$ cat config.mk
export PLATFORM = sky130hd
export DESIGN_NAME = sudoku_input_sequencer
export DESIGN_NICKNAME = d
export VERILOG_FILES = /design/src/rtl/sudoku_pkg.sv /design/src/rtl/sudoku_input_sequencer_cmd_fifo.sv /design/src/rtl/sudoku_input_sequencer.sv
export SDC_FILE = /design/constraint.sdc
export NUM_CORES = 1
export LEC_CHECK = 0
export BUFFER_PORTS_ARGS = -buffer_cell sky130_fd_sc_hd__buf_2
export CORE_AREA = 4 4 82 160
export CTS_CLUSTER_DIAMETER = 30
export DETAILED_ROUTE_END_ITERATION = 8
export DIE_AREA = 0 0 86 164
export GPL_TIMING_DRIVEN = 0
export PLACE_DENSITY_LB_ADDON = 0.15
export SLEW_MARGIN = 20
export SYNTH_ARGS = -nofsm -noshare
export SYNTH_HDL_FRONTEND = slang
export SYNTH_HIERARCHICAL = 1
export SYNTH_SLANG_ARGS = --single-unit
$ cat constraint.sdc
create_clock -name clk -period 18.9 [get_ports clk]
set_clock_uncertainty 0.2 [all_clocks]
set_input_delay 0.945 -clock clk [delete_from_list [all_inputs] [get_ports clk]]
set_output_delay 0.945 -clock clk [all_outputs]
set_load 0.01 [all_outputs]
$ cat src/rtl/sudoku_pkg.sv
// Shared command codes, FSM state type and wrap-around helpers for the
// Sudoku input sequencer.
package sudoku_pkg;

   localparam int GRID_N_DEFAULT = 9;
   localparam int NUM_CMDS       = 9;

   localparam logic [3:0] CMD_UP        = 4'd0;
   localparam logic [3:0] CMD_DOWN      = 4'd1;
   localparam logic [3:0] CMD_LEFT      = 4'd2;
   localparam logic [3:0] CMD_RIGHT     = 4'd3;
   localparam logic [3:0] CMD_DIG_INC   = 4'd4;
   localparam logic [3:0] CMD_DIG_DEC   = 4'd5;
   localparam logic [3:0] CMD_PLACE     = 4'd6;
   localparam logic [3:0] CMD_ERASE     = 4'd7;
   localparam logic [3:0] CMD_CLEAR_ERR = 4'd8;

   typedef enum logic {ST_IDLE, ST_WRITE} state_t;

   function automatic logic [3:0] wrap_inc(input logic [3:0] v, input logic [3:0] lo,
                                           input logic [3:0] hi);
      return (v >= hi) ? lo : v + 4'd1;
   endfunction

   function automatic logic [3:0] wrap_dec(input logic [3:0] v, input logic [3:0] lo,
                                           input logic [3:0] hi);
      return (v <= lo) ? hi : v - 4'd1;
   endfunction

endpackage

$ cat src/rtl/sudoku_input_sequencer_cmd_fifo.sv
// Small synchronous command FIFO with flush; a pop on an empty FIFO is
// ignored even when a push lands at the same edge (no fall-through).
module cmd_fifo #(
   parameter int DEPTH = 4,
   parameter int W     = 4,
   localparam int AW   = $clog2(DEPTH),
   localparam int CW   = AW + 1
) (
   input  logic          clk,
   input  logic          reset,
   input  logic          flush,
   input  logic          push,
   input  logic          pop,
   input  logic [W-1:0]  din,
   output logic [W-1:0]  dout,
   output logic [CW-1:0] count_next,
   output logic          empty,
   output logic          full,
   output logic          pop_ok
);

   logic [W-1:0]  mem [DEPTH];
   logic [AW-1:0] wr_ptr_reg;
   logic [AW-1:0] rd_ptr_reg;
   logic [CW-1:0] count_reg;
   logic          push_ok;

   assign empty   = (count_reg == '0);
   assign full    = (count_reg == CW'(DEPTH));
   assign pop_ok  = pop && !empty && !flush;
   // A full FIFO still accepts a push when the head leaves at the same edge.
   assign push_ok = push && !flush && (!full || pop_ok);
   assign count_next = flush ? '0 : count_reg + CW'(push_ok) - CW'(pop_ok);
   assign dout    = mem[rd_ptr_reg];

   always_ff @(posedge clk) begin
      if (!reset || flush) begin
         wr_ptr_reg <= '0;
         rd_ptr_reg <= '0;
         count_reg  <= '0;
      end else begin
         if (push_ok) wr_ptr_reg <= wr_ptr_reg + AW'(1);
         if (pop_ok)  rd_ptr_reg <= rd_ptr_reg + AW'(1);
         count_reg <= count_next;
      end
   end

   always_ff @(posedge clk) begin
      if (reset && push_ok) mem[wr_ptr_reg] <= din;
   end

endmodule

$ cat src/rtl/sudoku_input_sequencer.sv
// Turns debounced button pulses into cursor/digit/board-write commands:
// priority arbitration, command FIFO, and a two-state execute FSM.
module sudoku_input_sequencer
   import sudoku_pkg::*;
#(
   parameter int FIFO_DEPTH = 4,
   parameter int GRID_N     = GRID_N_DEFAULT,
   parameter int DROP_W     = 8
) (
   input  logic              clk,
   input  logic              reset,
   input  logic              enable,
   input  logic [11:0]       btn_pulse,
   output logic              block_controller,
   output logic [3:0]        cursor_row,
   output logic [3:0]        cursor_col,
   output logic [3:0]        sel_digit,
   output logic              wr_valid,
   output logic [3:0]        wr_row,
   output logic [3:0]        wr_col,
   output logic [3:0]        wr_digit,
   input  logic              wr_ready,
   input  logic              wr_reject,
   output logic              error_flag,
   output logic [DROP_W-1:0] drop_count,
   output logic              busy
);

   localparam int CW = $clog2(FIFO_DEPTH) + 1;
   localparam logic [3:0] POS_MAX = 4'(GRID_N - 1);
   localparam logic [3:0] DIG_MAX = 4'(GRID_N);

   state_t            state_reg;
   logic [3:0]        row_reg, col_reg, digit_reg;
   logic [3:0]        wr_row_reg, wr_col_reg, wr_digit_reg;
   logic              wr_valid_reg, error_reg, block_reg;
   logic [DROP_W-1:0] drop_reg;

   logic [NUM_CMDS-1:0] valid;
   logic [3:0]          push_cmd;
   logic [3:0]          n_valid;
   logic                push_any;
   logic [3:0]          head_cmd;
   logic [CW-1:0]       count_next;
   logic                fifo_empty, fifo_full, pop_ok;
   logic [3:0]          drop_inc;
   logic [DROP_W:0]     drop_sum;
   logic [DROP_W-1:0]   drop_next;
   logic                unused_btns;

   assign unused_btns = ^btn_pulse[11:9];
   assign valid       = enable ? btn_pulse[NUM_CMDS-1:0] : '0;
   assign push_any    = |valid;

   always_comb begin
      push_cmd = '0;
      n_valid  = '0;
      for (int i = NUM_CMDS - 1; i >= 0; i--) begin
         if (valid[i]) begin
            push_cmd = 4'(i);
            n_valid  = n_valid + 4'd1;
         end
      end
   end

   cmd_fifo #(.DEPTH(FIFO_DEPTH), .W(4)) u_fifo (
      .clk        (clk),
      .reset      (reset),
      .flush      (!enable),
      .push       (push_any),
      .pop        (state_reg == ST_IDLE),
      .din        (push_cmd),
      .dout       (head_cmd),
      .count_next (count_next),
      .empty      (fifo_empty),
      .full       (fifo_full),
      .pop_ok     (pop_ok)
   );

   // Losers of arbitration plus a push bounced off a full FIFO.
   assign drop_inc  = push_any ? (n_valid - 4'd1 + {3'b000, fifo_full && !pop_ok}) : 4'd0;
   assign drop_sum  = {1'b0, drop_reg} + (DROP_W + 1)'(drop_inc);
   assign drop_next = drop_sum[DROP_W] ? '1 : drop_sum[DROP_W-1:0];

   always_ff @(posedge clk) begin
      if (!reset) begin
         state_reg    <= ST_IDLE;
         row_reg      <= '0;
         col_reg      <= '0;
         digit_reg    <= 4'd1;
         wr_valid_reg <= 1'b0;
         wr_row_reg   <= '0;
         wr_col_reg   <= '0;
         wr_digit_reg <= '0;
         error_reg    <= 1'b0;
         drop_reg     <= '0;
         block_reg    <= 1'b1;
      end else begin
         drop_reg  <= drop_next;
         block_reg <= !enable || (count_next >= CW'(FIFO_DEPTH - 1));
         case (state_reg)
            ST_IDLE: begin
               if (pop_ok) begin
                  case (head_cmd)
                     CMD_UP:        row_reg   <= wrap_dec(row_reg, 4'd0, POS_MAX);
                     CMD_DOWN:      row_reg   <= wrap_inc(row_reg, 4'd0, POS_MAX);
                     CMD_LEFT:      col_reg   <= wrap_dec(col_reg, 4'd0, POS_MAX);
                     CMD_RIGHT:     col_reg   <= wrap_inc(col_reg, 4'd0, POS_MAX);
                     CMD_DIG_INC:   digit_reg <= wrap_inc(digit_reg, 4'd1, DIG_MAX);
                     CMD_DIG_DEC:   digit_reg <= wrap_dec(digit_reg, 4'd1, DIG_MAX);
                     CMD_PLACE, CMD_ERASE: begin
                        wr_row_reg   <= row_reg;
                        wr_col_reg   <= col_reg;
                        wr_digit_reg <= (head_cmd == CMD_PLACE) ? digit_reg : 4'd0;
                        wr_valid_reg <= 1'b1;
                        state_reg    <= ST_WRITE;
                     end
                     CMD_CLEAR_ERR: error_reg <= 1'b0;
                     default: ;
                  endcase
               end
            end
            ST_WRITE: begin
               if (wr_ready) begin
                  wr_valid_reg <= 1'b0;
                  if (wr_reject) error_reg <= 1'b1;
                  state_reg <= ST_IDLE;
               end
            end
            default: state_reg <= ST_IDLE;
         endcase
      end
   end

   assign block_controller = block_reg;
   assign cursor_row       = row_reg;
   assign cursor_col       = col_reg;
   assign sel_digit        = digit_reg;
   assign wr_valid         = wr_valid_reg;
   assign wr_row           = wr_row_reg;
   assign wr_col           = wr_col_reg;
   assign wr_digit         = wr_digit_reg;
   assign error_flag       = error_reg;
   assign drop_count       = drop_reg;
   assign busy             = (state_reg != ST_IDLE) || !fifo_empty;

endmodule

==> metrics.log <==
[metrics] remaining max-slew budget at the tightest pin: 58.9%
[metrics] clock network fraction of total power: 41.4%
[metrics] first element of the critical path: enable
[metrics] cell repeated most along the worst path: ha_1
[metrics] sink of the worst hold path: wr_digit[3]
[metrics] number of CTS-inserted buffers: 9
[metrics] Buffers on Ports: 46
[metrics] Startpoint Class: input port
[metrics] number of slew-limit violations in the final report: 0
[metrics] cell depth of the worst flop-to-flop path: 13
[metrics] fraction of power consumed by sequential logic: 34.5%
[metrics] post-cts resize count: 0
[metrics] Net Sw Power: 0.000117 W
[metrics] capturing point of the worst reg2reg path: drop_count[6]
[metrics] # fillers: 1175
[metrics] origin of the worst min-delay path: wr_digit[3]
[metrics] worst hold path stage count: 2
[metrics] Floorplan Core Area: 11800 µm²
[metrics] Die Wd: 86 µm
[metrics] Initial Utilization: 34.5%
[metrics] highest fanout seen on the critical path: 10
[metrics] final-report hold violation count: 0
[metrics] endpoint class of the critical path: flop
[metrics] fraction of the core area covered by cells at the end of the flow: 40.6%
[metrics] count of flip-flops with a built-in enable after synthesis: 16
[metrics] count of routing violations after the opening detailed-route iteration: 90
[metrics] worst-case vdd ir drop: 0.0000569 V
[metrics] share of async-settable or async-resettable flops after synthesis: 0%
[metrics] P per Cell Area: 87.4 nW/µm²
[metrics] Worst Max-Slew Pin Slew: 0.616 ns
[metrics] tightest hold margin: 0.251 ns
[metrics] combinational cell fraction of total power: 24.1%
[metrics] largest stage delay on the critical path: 0.39 ns
[metrics] number of nets produced by synthesis: 509
[metrics] worst flop-to-flop path startpoint: u_fifo/count_reg[1]
[metrics] Setup violations, final: 0
[metrics] number of detailed-routing iterations run before antenna repair: 4
[metrics] via count of the first global-routing pass: 3495
[metrics] endpoint arrival time on the critical path: 7.25 ns
[metrics] buffer levels on the longest clock path: 2
[metrics] final antenna diode count: 0
[metrics] post-synthesis to final-layout area growth: 17.9%
[metrics] Post-CTS Setup Inserts: 0
[metrics] time the worst path needs with I/O delays and setup: 7.23 ns
[metrics] flip-flop count of the largest register after layout: 16
[metrics] Warnings, synthesis: 6
[metrics] dominant delay contributor by cell family on the critical path: adder cells
[metrics] post-synthesis instance area: 4080 µm²
[metrics] Final Instance Count excl. Fillers: 669
[metrics] ANT nets after route: 0
[metrics] buffer and inverter count on the worst path: 4
[metrics] # DRC: 0
[metrics] Req. time, crit path: 18.92 ns
[metrics] switching share of total power: 27.7%
[metrics] drt via density: 5.23
[metrics] Final Cycle Share: 38.2%
[metrics] Final Routed Wirelength: 9.91 mm
[metrics] HP Class: reg -> reg
[metrics] maximum number of pins on one net before global-route repair: 14
[metrics] global-route total usage across every layer: 15.0%
[metrics] Skew-Pair Late Insertion Delay: 0.32 ns
[metrics] #FFs+latches synth: 61
[metrics] internal portion of total power: 0.000304 W
[metrics] r2r setup slk: 15.44 ns
[metrics] summed negative setup slack over all endpoints: 0 ns
[metrics] placed insts: 653
[metrics] category of the critical setup timing path: in -> reg
[metrics] Routability Congestion: 0.869
[metrics] max-cap check violation count: 0
[metrics] average detailed-routed wire length per instance: 14.8 µm
[metrics] RSZ-0062 raised after global routing: false
[metrics] initial antenna violation count: 0
[metrics] TritonCTS clock tree: built
[metrics] leftover overflow at the end of global routing: 0
[metrics] die area: 14100 µm²
[metrics] vias after detailed routing: 3502
[metrics] post-synthesis cell count: 462
[metrics] proportion of layout cells with a drive suffix above 1: 17.0%
[metrics] Peak Freq: 138 MHz
[metrics] die height: 164 µm
[metrics] Worst-path clk slew: 0.05 ns
[metrics] static leakage power: 1.97 nW
[metrics] placement row count: 56
[metrics] leading register cell type out of synthesis: dfxtp_1
[metrics] sequential cell area fraction in the yosys report: 33.8%
[metrics] # H-tree levels: 3
[metrics] number of library cell types mapped by synthesis: 66
[metrics] CP max-delay cell: clkbuf_1
[metrics] clock root cell: clkbuf_16
[metrics] Top reg by flops: u_fifo/mem
[metrics] clock net sink count: 61
[metrics] outcome: complete, no violations
[metrics] Detailed Place HPWL: 8.02 mm
[metrics] global-route wire length before repair: 16.5 mm
[metrics] Post-Syn Area per Cell: 8.84 µm²
[metrics] number of buffers inserted by hold repair at cts: 0
[metrics] total I/O pin count: 53
[metrics] Final nets: 566
-- placed cells by master, fill, tap and decap left out, drive strengths merged, types with 4 or more instances in the layout --
master,count
or3,4
nor3,21
a211oi,7
xor2,16
nand2b,7
o21ai,13
and3,11
xnor2,18
ha,28
dfxtp,45
nand2,55
mux2i,8
a21oi,34
and2,6
clkbuf,24
a31oi,5
nor2,40
buf,51
nor3b,6
edfxtp,16
nand3,20
nand3b,5
inv,20
mux4,4
nor2b,14
-- synthesized netlist by cell type (all sizes together) (4+ instances only) --
cell type,count,area [µm²]
nand2,55,209
dfxtp,45,901
nor2,40,153
a21oi,34,174
ha,28,350
nor3,21,110
inv,20,75.1
nand3,20,100
xnor2,18,165
edfxtp,16,480
xor2,16,193
nor2b,14,87.6
clkbuf,13,48.8
o21ai,13,65.1
and3,11,68.8
mux2i,8,80.1
a211oi,7,52.6
nand2b,7,43.8
and2,6,40.0
nor3b,6,50.1
a31oi,5,31.3
buf,5,46.3
nand3b,5,37.5
mux4,4,90.1
or3,4,25.0
-- area by class of cell --
| type | instances | area (µm²) | area share, % |
|---|---|---|---|
| Multi-Input combinational cell | 363 | 2530 | 52.6 |
| Sequential cell | 61 | 1380 | 28.7 |
| Clock buffer | 11 | 243 | 5.04 |
| Timing Repair Buffer | 46 | 230 | 4.78 |
| Tap cell | 145 | 181 | 3.77 |
| Buffer | 18 | 95.1 | 1.98 |
| Clock inverter | 5 | 75.1 | 1.56 |
| Inverter | 20 | 75.1 | 1.56 |
-- metrics by stage --
| step | cell area [µm²] | total power (W) | worst slack [ns] |
|---|---|---|---|
| global placement | 4490 | 0.000249 | 11.26 |
| floorplan | 4080 | 0.000225 | 12.12 |
| CTS | 4810 | 0.000427 | 11.57 |
| detailed placement | 4490 | 0.000250 | 11.28 |
| global route | 4810 | 0.000445 | 11.09 |
| finish | 4810 | 0.000421 | 11.67 |
-- per-layer routing --
layer	wire [µm]	global-route usage, %
met1	3500	14.1
met2	5690	29.2
met3	394	2.66
met4	330	8.79
met5	0	0
-- worst max-delay path by stage --
| stage | to | slack (ns) | cells after the start |
|---|---|---|---|
| after CTS | drop_count[7] | 11.57 | 29 |
| after floorplan | drop_count[6] | 12.12 | 30 |
| final | drop_count[7] | 11.67 | 29 |
| after detailed placement | drop_count[7] | 11.28 | 29 |
| after global placement | drop_count[6] | 11.26 | 30 |
| after global routing | drop_count[6] | 11.09 | 30 |
-- power by group through the flow --
| stage | Sequential (W) | Combinational, W | Clock [W] |
|---|---|---|---|
| floorplan | 0.000149 | 0.0000763 | 0 |
| global placement | 0.000148 | 0.000102 | 0 |
| detailed placement | 0.000148 | 0.000102 | 0 |
| CTS | 0.000145 | 0.000103 | 0.000178 |
| global route | 0.000146 | 0.000116 | 0.000184 |
| finish | 0.000145 | 0.000101 | 0.000174 |
-- worst reg2reg max path, cell delays in order, from the launching register on --
cell and delay (ns):
dfxtp_1 0.42, nor3_1 0.13, nor3b_2 0.44, nand2b_1 0.18
ha_1 0.21, nand2_1 0.08, a211o_1 0.28, a31o_1 0.22
mux2i_1 0.18, ha_1 0.29, a21oi_1 0.31, nor2b_1 0.12
and4b_1 0.19, nor3_1 0.14
-- kinds of logic after synthesis --
logic type	share of synthesized area, %
muxes	4.44
buffers and inverters	4.17
adders and majority gates	9.56
DFF	33.8
and+or+nand+nor	24.0
xor gates and xnor gates	9.32
AOI/OAI and AO/OA	14.7
Power figures use the tool's default switching activity.
